File: src/rtl/adma_chn_wrr_arb.sv
// Weighted-round-robin / fixed-priority channel arbiter for the multi-channel AXI DMA.
// A grant is held until it is accepted; each grant allows weight+1 consecutive bursts.
module adma_chn_wrr_arb #(
   parameter int CHN_NUM  = 4,
   parameter int CHN_ID_W = 2,
   parameter int ARB_W    = 3
) (
   input  logic                     aclk,
   input  logic                     areset,
   input  logic [CHN_NUM-1:0]       chn_req_i,
   input  logic [CHN_NUM-1:0]       chn_en_i,
   input  logic [CHN_NUM*ARB_W-1:0] chn_weight_i,
   input  logic                     arb_mode_i,
   output logic                     grant_valid_o,
   input  logic                     grant_ready_i,
   output logic [CHN_ID_W-1:0]      grant_id_o,
   output logic [CHN_NUM-1:0]       grant_onehot_o,
   output logic                     grant_last_o
);

   typedef enum logic {IDLE, GRANT} state_t;

   localparam logic [CHN_NUM-1:0] ONE_VEC = CHN_NUM'(1);
   localparam logic [ARB_W:0]     CRED_ONE = (ARB_W+1)'(1);

   state_t               state_reg;
   logic [CHN_ID_W-1:0]  ptr_reg;
   logic [ARB_W:0]       credit_reg;
   logic                 valid_reg;
   logic                 last_reg;
   logic [CHN_ID_W-1:0]  id_reg;
   logic [CHN_NUM-1:0]   onehot_reg;

   logic [CHN_NUM-1:0]   elig;
   logic [CHN_NUM-1:0]   elig_ex;
   logic                 cur_elig;
   logic                 lower_elig;
   logic                 all_found;
   logic [CHN_ID_W-1:0]  all_idx;
   logic                 ex_found;
   logic [CHN_ID_W-1:0]  ex_idx;
   logic [ARB_W:0]       credit_dec;
   logic                 load_en;
   logic                 dec_en;
   logic                 drop_en;
   logic [CHN_ID_W-1:0]  load_idx;
   logic [ARB_W-1:0]     load_weight;
   logic [ARB_W:0]       load_credit;
   logic [CHN_ID_W-1:0]  ptr_next;

   // Returns {found, index}: first set bit of m scanning upward from p (wrapping),
   // or the lowest set bit when fp is high.
   function automatic logic [CHN_ID_W:0] pick(input logic [CHN_NUM-1:0] m,
                                              input logic [CHN_ID_W-1:0] p,
                                              input logic fp);
      logic                found;
      logic [CHN_ID_W-1:0] idx;
      logic [CHN_NUM-1:0]  sh;
      int                  k;
      found = 1'b0;
      idx   = '0;
      for (int i = 0; i < CHN_NUM; i++) begin
         k  = fp ? i : (int'(p) + i) % CHN_NUM;
         sh = m >> k;
         if (!found && sh[0]) begin
            found = 1'b1;
            idx   = CHN_ID_W'(k);
         end
      end
      return {found, idx};
   endfunction

   always_comb begin
      elig       = chn_req_i & chn_en_i;
      elig_ex    = elig & ~onehot_reg;
      cur_elig   = |(elig & onehot_reg);
      lower_elig = |(elig & (onehot_reg - ONE_VEC));
      {all_found, all_idx} = pick(elig, ptr_reg, arb_mode_i);
      {ex_found, ex_idx}   = pick(elig_ex, ptr_reg, arb_mode_i);
      credit_dec = credit_reg - CRED_ONE;

      load_en  = 1'b0;
      dec_en   = 1'b0;
      drop_en  = 1'b0;
      load_idx = all_idx;
      case (state_reg)
         IDLE: load_en = all_found;
         GRANT: begin
            if (grant_ready_i) begin
               // In fixed-priority mode a lower index pre-empts remaining credit.
               if (arb_mode_i && lower_elig) begin
                  load_en = 1'b1;
               end else if ((credit_dec != '0) && cur_elig) begin
                  dec_en = 1'b1;
               end else if (ex_found) begin
                  load_en  = 1'b1;
                  load_idx = ex_idx;
               end else if (cur_elig) begin
                  load_en  = 1'b1;
                  load_idx = id_reg;
               end else begin
                  drop_en = 1'b1;
               end
            end
         end
         default: ;
      endcase

      load_weight = ARB_W'(chn_weight_i >> (int'(load_idx) * ARB_W));
      load_credit = (ARB_W+1)'(load_weight) + CRED_ONE;
      ptr_next    = (int'(load_idx) == CHN_NUM - 1) ? '0 : load_idx + CHN_ID_W'(1);
   end

   always_ff @(posedge aclk) begin
      if (areset) begin
         state_reg  <= IDLE;
         ptr_reg    <= '0;
         credit_reg <= '0;
         valid_reg  <= 1'b0;
         last_reg   <= 1'b0;
         id_reg     <= '0;
         onehot_reg <= '0;
      end else if (load_en) begin
         state_reg  <= GRANT;
         valid_reg  <= 1'b1;
         id_reg     <= load_idx;
         onehot_reg <= ONE_VEC << load_idx;
         credit_reg <= load_credit;
         last_reg   <= (load_credit == CRED_ONE);
         ptr_reg    <= ptr_next;
      end else if (dec_en) begin
         credit_reg <= credit_dec;
         last_reg   <= (credit_dec == CRED_ONE);
      end else if (drop_en) begin
         state_reg  <= IDLE;
         valid_reg  <= 1'b0;
         onehot_reg <= '0;
         last_reg   <= 1'b0;
         credit_reg <= '0;
      end
   end

   assign grant_valid_o  = valid_reg;
   assign grant_id_o     = id_reg;
   assign grant_onehot_o = onehot_reg;
   assign grant_last_o   = last_reg;

endmodule

File: config.mk
export PLATFORM = sky130hd
export DESIGN_NAME = adma_chn_wrr_arb
export DESIGN_NICKNAME = d
export VERILOG_FILES = /design/src/rtl/adma_chn_wrr_arb.sv
export SDC_FILE = /design/constraint.sdc
export NUM_CORES = 1
export LEC_CHECK = 0
export BUFFER_PORTS_ARGS = -buffer_cell sky130_fd_sc_hd__buf_2
export CAP_MARGIN = 40
export CORE_MARGIN = 2
export CORE_UTILIZATION = 46
export CTS_CLUSTER_SIZE = 25
export DETAILED_ROUTE_END_ITERATION = 7
export PLACE_DENSITY = 0.69
export SLEW_MARGIN = 20
export SYNTH_ARGS = -nofsm -noshare
export SYNTH_HDL_FRONTEND = slang
export SYNTH_SLANG_ARGS = --single-unit
File: constraint.sdc
create_clock -name aclk -period 3.73 [get_ports aclk]
set_clock_uncertainty 0.05 [all_clocks]
set_input_delay 0.746 -clock aclk [delete_from_list [all_inputs] [get_ports aclk]]
set_output_delay 0.746 -clock aclk [all_outputs]
set_load 0.05 [all_outputs]
=== After elaboration in Yosys (flattened, before gate mapping) ===
Index checks and enable logic that the tools add are counted.

* Equality and inequality tests: 4
* Multipliers: 1
* Bitwise gates (word level): 9
* Shift operators: 10
* Mux-type cells: 53
* Reductions and logical operators: 23
* $add $sub $neg: 7

{| class="wikitable"
|+ Operators with widths
! operator !! number
|-
| 4-bit by 32-bit right shift with 1-bit output || 7
|-
| 32-bit 2-to-1 mux || 3
|-
| 2-bit 2-to-1 mux || 16
|-
| 1-bit 2-to-1 mux || 28
|-
| 4-bit 2-to-1 mux || 5
|-
| 4-bit AND || 4
|-
| 12-bit by 4-bit right shift with 3-bit output || 1
|-
| 4-bit by 1-bit == test with 1-bit output, second input constant || 2
|-
| 1-bit logical AND || 8
|-
| 4-bit OR reduction || 2
|-
| 4-bit by 1-bit subtractor with 4-bit output, second input constant || 2
|-
| 1-bit zero test || 6
|-
| 2-bit OR reduction || 3
|-
| 2-bit by 1-bit adder with 2-bit output, second input constant || 2
|-
| 2-bit adder, second input constant || 2
|-
| 3-bit by 1-bit adder with 4-bit output, second input constant || 1
|-
| 2-bit by 2-bit multiplier with 4-bit output, second input constant || 1
|-
| 4-bit inverter || 1
|-
| 4-bit nonzero test || 1
|-
| 1-bit by 2-bit << shifter with 4-bit output, first input constant || 1
|-
| 4-bit by 2-bit right shift with 1-bit output || 1
|-
| 1-bit AND, first input constant || 3
|-
| 3-bit nonzero test || 1
|-
| 2-bit by 1-bit == test with 1-bit output, second input constant || 1
|-
| other kinds (5) || 5
|}

* Output and inout port bits: 8
* Logic and storage cells: 113
* Flip-flop bits (word level): 14

=== Longest topological paths before layout ===
* Depth after elaboration: 24
* Depth in mapped cells: 15

=== Worst setup path before layout ===
Ideal clock, no wire load.

* Path type: flip-flop to flip-flop
* Start point: reg onehot_reg[2] (netlist: grant_onehot_o[2])
* End point: reg last_reg (netlist: grant_last_o)
* Buffers on the path: 2
* Slack: 0.348 ns
* Required time: 3.609 ns
* Data arrival time: 3.261 ns
* Library setup time: 0.071 ns
* Stages on the path, launching flop included: 15
* Cell sequence: dfxtp_1 > buf_4 > and3b_1 > buf_6 > mux4_2 > a22o_1 > a311oi_2 > nor2_1 > clkinv_1 > mux2_4 > inv_1 > ha_1 > xnor2_1 > nand4_1 > a21oi_1

* Cells in the longest elaborated chain, start to end: 23
* Elaborated cells between the ends (all ways): 56

{| class="wikitable"
|+ Ends and longest elaborated chain
! item !! RTL line !! RTL
|-
| start, declared || 32 || <nowiki>logic [CHN_NUM-1:0] onehot_reg;</nowiki>
|-
| start signal, assigned || 127 || <nowiki>onehot_reg <= ONE_VEC << load_idx;</nowiki>
|-
| 4-bit inverter || 75 || <nowiki>elig_ex = elig & ~onehot_reg;</nowiki>
|-
| 4-bit AND || 75 ||
|-
| 4-bit by 2-bit right shift with 1-bit output || 64 || <nowiki>sh = m >> k;</nowiki>
|-
| 1-bit 2-to-1 mux || 65 || <nowiki>if (!found && sh[0]) begin</nowiki>
|-
| 1-bit zero test || 65 ||
|-
| 1-bit logical AND || 65 ||
|-
| 1-bit 2-to-1 mux || 65 ||
|-
| 1-bit zero test || 65 ||
|-
| [8 not listed] || n/a ||
|-
| 2-bit 2-to-1 mux * || 89 || <nowiki>if (grant_ready_i) begin</nowiki>
|-
| 2-bit 2-to-1 mux * || 86 || <nowiki>case (state_reg)</nowiki>
|-
| named net load_idx[0] || 46 || <nowiki>logic [CHN_ID_W-1:0] load_idx;</nowiki>
|-
| 2-bit by 2-bit multiplier with 4-bit output * || 109 || <nowiki>load_weight = ARB_W'(chn_weight_i >> (int'(load_idx) * ARB_W));</nowiki>
|-
| 12-bit by 4-bit right shift with 3-bit output * || 109 ||
|-
| 3-bit by 1-bit adder with 4-bit output * || 110 || <nowiki>load_credit = (ARB_W+1)'(load_weight) + CRED_ONE;</nowiki>
|-
| 4-bit by 1-bit == test with 1-bit output * || 129 || <nowiki>last_reg <= (load_credit == CRED_ONE);</nowiki>
|-
| 1-bit 2-to-1 mux * || 123 || <nowiki>end else if (load_en) begin</nowiki>
|-
| end signal, assigned || 129 ||
|-
| end signal, assigned || 133 || <nowiki>last_reg <= (credit_dec == CRED_ONE);</nowiki>
|-
| end, declared || 30 || <nowiki>logic last_reg;</nowiki>
|}

Mark *: on every way through the listed nets, which the timed path passes. The rest lies on a longest branch.
A chain may end at the register's enable or synchronous reset.

=== Final worst setup path ===
* Start point: reg credit_reg[0]
* End point: reg last_reg (netlist: grant_last_o)

* Cells in the longest elaborated chain, start to end: 12
* Elaborated cells between the ends (all ways): 27

{| class="wikitable"
|+ Ends and longest elaborated chain
! item !! RTL line !! RTL
|-
| start, declared || 28 || <nowiki>logic [ARB_W:0] credit_reg;</nowiki>
|-
| start signal, assigned || 128 || <nowiki>credit_reg <= load_credit;</nowiki>
|-
| start signal, assigned || 132 || <nowiki>credit_reg <= credit_dec;</nowiki>
|-
| 4-bit by 1-bit subtractor with 4-bit output || 80 || <nowiki>credit_dec = credit_reg - CRED_ONE;</nowiki>
|-
| 4-bit nonzero test || 93 || <nowiki>end else if ((credit_dec != '0) && cur_elig) begin</nowiki>
|-
| 1-bit logical AND || 93 ||
|-
| 2-bit 2-to-1 mux || 93 ||
|-
| 2-bit 2-to-1 mux || 91 || <nowiki>if (arb_mode_i && lower_elig) begin</nowiki>
|-
| 2-bit 2-to-1 mux || 89 ||
|-
| 2-bit 2-to-1 mux || 86 ||
|-
| named net load_idx[0] || 46 ||
|-
| 2-bit by 2-bit multiplier with 4-bit output || 109 ||
|-
| 12-bit by 4-bit right shift with 3-bit output || 109 ||
|-
| 3-bit by 1-bit adder with 4-bit output || 110 ||
|-
| 4-bit by 1-bit == test with 1-bit output || 129 ||
|-
| 1-bit 2-to-1 mux || 123 ||
|}

The timed path passes the listed nets, and every way through them passes these cells.

==> flow_summary_export.csv <==
group,metric,value,unit
global_route,antenna_found_initial,0,
synth,synth_edf_count,0,
timing,final_hold_viol_count,0,
global_route,grt_max_degree,16,
synth,yosysTopAreaCell,"dfxtp_1",
power,pwr_density_cell,350.0,nW/µm²
power,internal_power,0.0003480,W
power,power_frac_comb,53.9,%
synth,ys_seq_elements,14,
synth,netlist_top_cells_area,"dfxtp_1 18%, ha_1 7.1%, a21oi_1 4.4%",
clock_network,cts_tree,"done",
synth,seq_area_frac_synth,17.57,%
clock_network,h-tree-depth,1,
timing,drv_slew,0,
run,cap_violations,0,
cells_and_area,final_core_util,53.92,%
drt,wl_per_cell,14.95,µm
drt,drt-total-wl,4142,µm
power,irDropWorstVdd,0.0001970,V
cells_and_area,layout.cells.most_common,"buf_2",
cells_and_area,area_growth,12.78,%
floorplanning,io_pins,32,
drt,viasPerCell,6.069,
timing,fmax,0.3015,GHz
floorplanning,rows,21,
synth,syn_nets,236,
power,p_switching,0.0002817,W
synth,synth_top_area_share,17.57,%
floorplanning,die_h,62.89,µm
setup_path,crit_fanout,5,
timing,slew_headroom,55.92,%
cells_and_area,final_cells,277,
synth,synth_area_per_cell,7.859,µm²
power,leakagePower,0.7379,nW
clock_network,cts.clk_slew.worst_paths,70,ps
clock_network,cts-resized-gates,0,
cells_and_area,diodes,0,
floorplanning,die_x,62.89,µm
synth,yosys_warnings,0,
placed_design,hpwl,3263,µm
clock_network,cts_buffer_depth,2,
drt,via_count,1681,
timing,rsz0062_at_grt,"no",
placed_design,port-buffer-count,31,
global_route,grt_pass1_vias,1503,
setup_path,worstSetupPathType,"register to register",
clock_network,clock_latency,280,ps
power,p_clk_share,13.2,%
floorplanning,start_util,47.81,%
timing,setup_viol,0,
timing,timing.final.crit_share,88.92,%
global_route,grt_pass1_wl,6893,µm
power,seq_power_share,32.9,%
clock_network,cts_hold_buf,0,
setup_path,worst_ep_required_time,3900,ps
synth,syn_area,1595,µm²
timing,tightest_slew,661.3,ps
synth,syn_inst,203,
floorplanning,coreArea,3337,µm²
timing,holdWs,506.5,ps
synth,synth_top_flop_cell,"dfxtp_1",
synth,ys_types,60,
drt,drt_iter0_markers,238,
synth,async_flop_share,0,%
timing,final.min_clock_period,3317,ps
clock_network,postCtsSetupRepairBufs,0,
placed_design,gp_congestion,1.002,
placed_design,dp_cells,274,
floorplanning,die_area,3955,µm²
setup_path,end_kind,"register",
timing,tns,0,ps
cells_and_area,mostFrequentLayoutCells,"31 x buf_2, 18 x nor2_1, 15 x nand2_1",
clock_network,numCtsBuffers,3,
global_route,globalRoute.totalOverflow,0,
cells_and_area,layout-drive-gt1-share,22.08,%
hold_path,hp-class,"register to register",
setup_path,worst_setup_path_start_kind,"register",
drt,ant_nets,0,
cells_and_area,n_fill_cell,350,
clock_network,root_buffer,"clkbuf_4",
global_route,grt_usage,21.48,%
status,status,"complete, no violations",
drt,first_pass_iters,4,
setup_path,cp_data_arrival_time,3480,ps
drt,route.detailed.drc,0,
cells_and_area,fin_nets,266,
power,swShare,44.73,%
clock_network,cts_sinks,14,
-- worst max-delay path: stages (launching register included) --
cell and delay [ps]:
dfxtp_1 400, inv_1 130, ha_1 270, o21a_1 220, o311ai_1 390, nand2_1 160, o31a_1 180, nor2_1 250
clkinv_1 240, mux2_4 360, inv_1 60, ha_1 150, xnor2_1 130, nand4_1 110, a21oi_1 150
-- path summary, 6_finish.rpt --
check / start / to / slack (ps) / cells after the start
worst max register to register: credit_reg[0] / grant_last_o / 410 / 14
worst min-delay path: grant_id_o[0] / grant_id_o[0] / 510 / 2
worst max-delay path: credit_reg[0] / grant_last_o / 410 / 14
worst min register to register: grant_id_o[0] / grant_id_o[0] / 510 / 2
-- per-stage QoR --
stage          setup WS, ps  power [W]  instance area (µm²)
2_1_floorplan         348.2  0.0004683                 1595
3_3_place_gp          264.1  0.0005449                 1777
3_5_place_dp          229.0  0.0005456                 1777
4_1_cts               417.4  0.0006311                 1799
5_1_grt               98.93  0.0006815                 1799
6_report              413.1  0.0006297                 1799
-- cells by family (layout without fill, tap and decap cells) --
kind of cell               Yosys count  after routing  synth area share, %
and+or+nand+nor                     81             81                28.00
AOI/OAI and AO/OA                   66             66                32.24
buffers and inverters               20             48                5.961
DFF                                 14             14                17.57
adders and majority gates            9              9                7.059
muxes                                8              8                6.431
xor gates and xnor gates             5              5                2.745
-- cell type report --
| type | instances | area, µm² | area share, % |
|---|---|---|---|
| Clock buffer | 3 | 22.52 | 1.252 |
| Inverter | 11 | 41.29 | 2.295 |
| Multi-Input combinational cell | 169 | 1220 | 67.80 |
| Sequential cell | 14 | 280.3 | 15.58 |
| Tap cell | 46 | 57.56 | 3.199 |
| Timing Repair Buffer | 34 | 177.7 | 9.875 |
-- layer usage --
metal	track usage (%)	part of all wire (%)
met2	32.71	44
met4	10.00	1.7
met1	29.89	47
met3	2.703	6.8
met5	0	0
-- synth_stat cells (2+ instances only) --
cell and instances:
a221oi_1 2, a21oi_1 14, mux2_4 2, a22o_1 2
or4_4 2, nand4_1 3, a31oi_1 2, nor2_1 18
ha_1 9, nor4_1 3, o221ai_1 2, clkbuf_1 2
o31ai_1 2, and3b_1 4, nand4b_1 2, nor2b_1 2
o21ai_0 5, nand2b_1 5, and3_1 2, o21ai_1 2
buf_4 2, a21o_1 3, nand3_1 8, nor3_1 7
a211oi_1 5, a21oi_2 2, nand3b_1 5, o21bai_1 2
o31a_1 2, a22oi_1 4, inv_1 10, nand2_1 15
buf_2 4, a311oi_1 3, xnor2_1 4, mux2i_1 5
dfxtp_1 14
-- power groups by stage --
stage | clock (W) | combinational, W | sequential, W
detailed placement | 0 | 0.000337 | 0.000209
floorplan | 0 | 0.000247 | 0.000221
global route | 0.0000946 | 0.000376 | 0.000211
global placement | 0 | 0.000335 | 0.000210
CTS | 0.0000870 | 0.000338 | 0.000206
finish | 0.0000831 | 0.000340 | 0.000207
No activity file was read; power rests on OpenSTA's default activity.
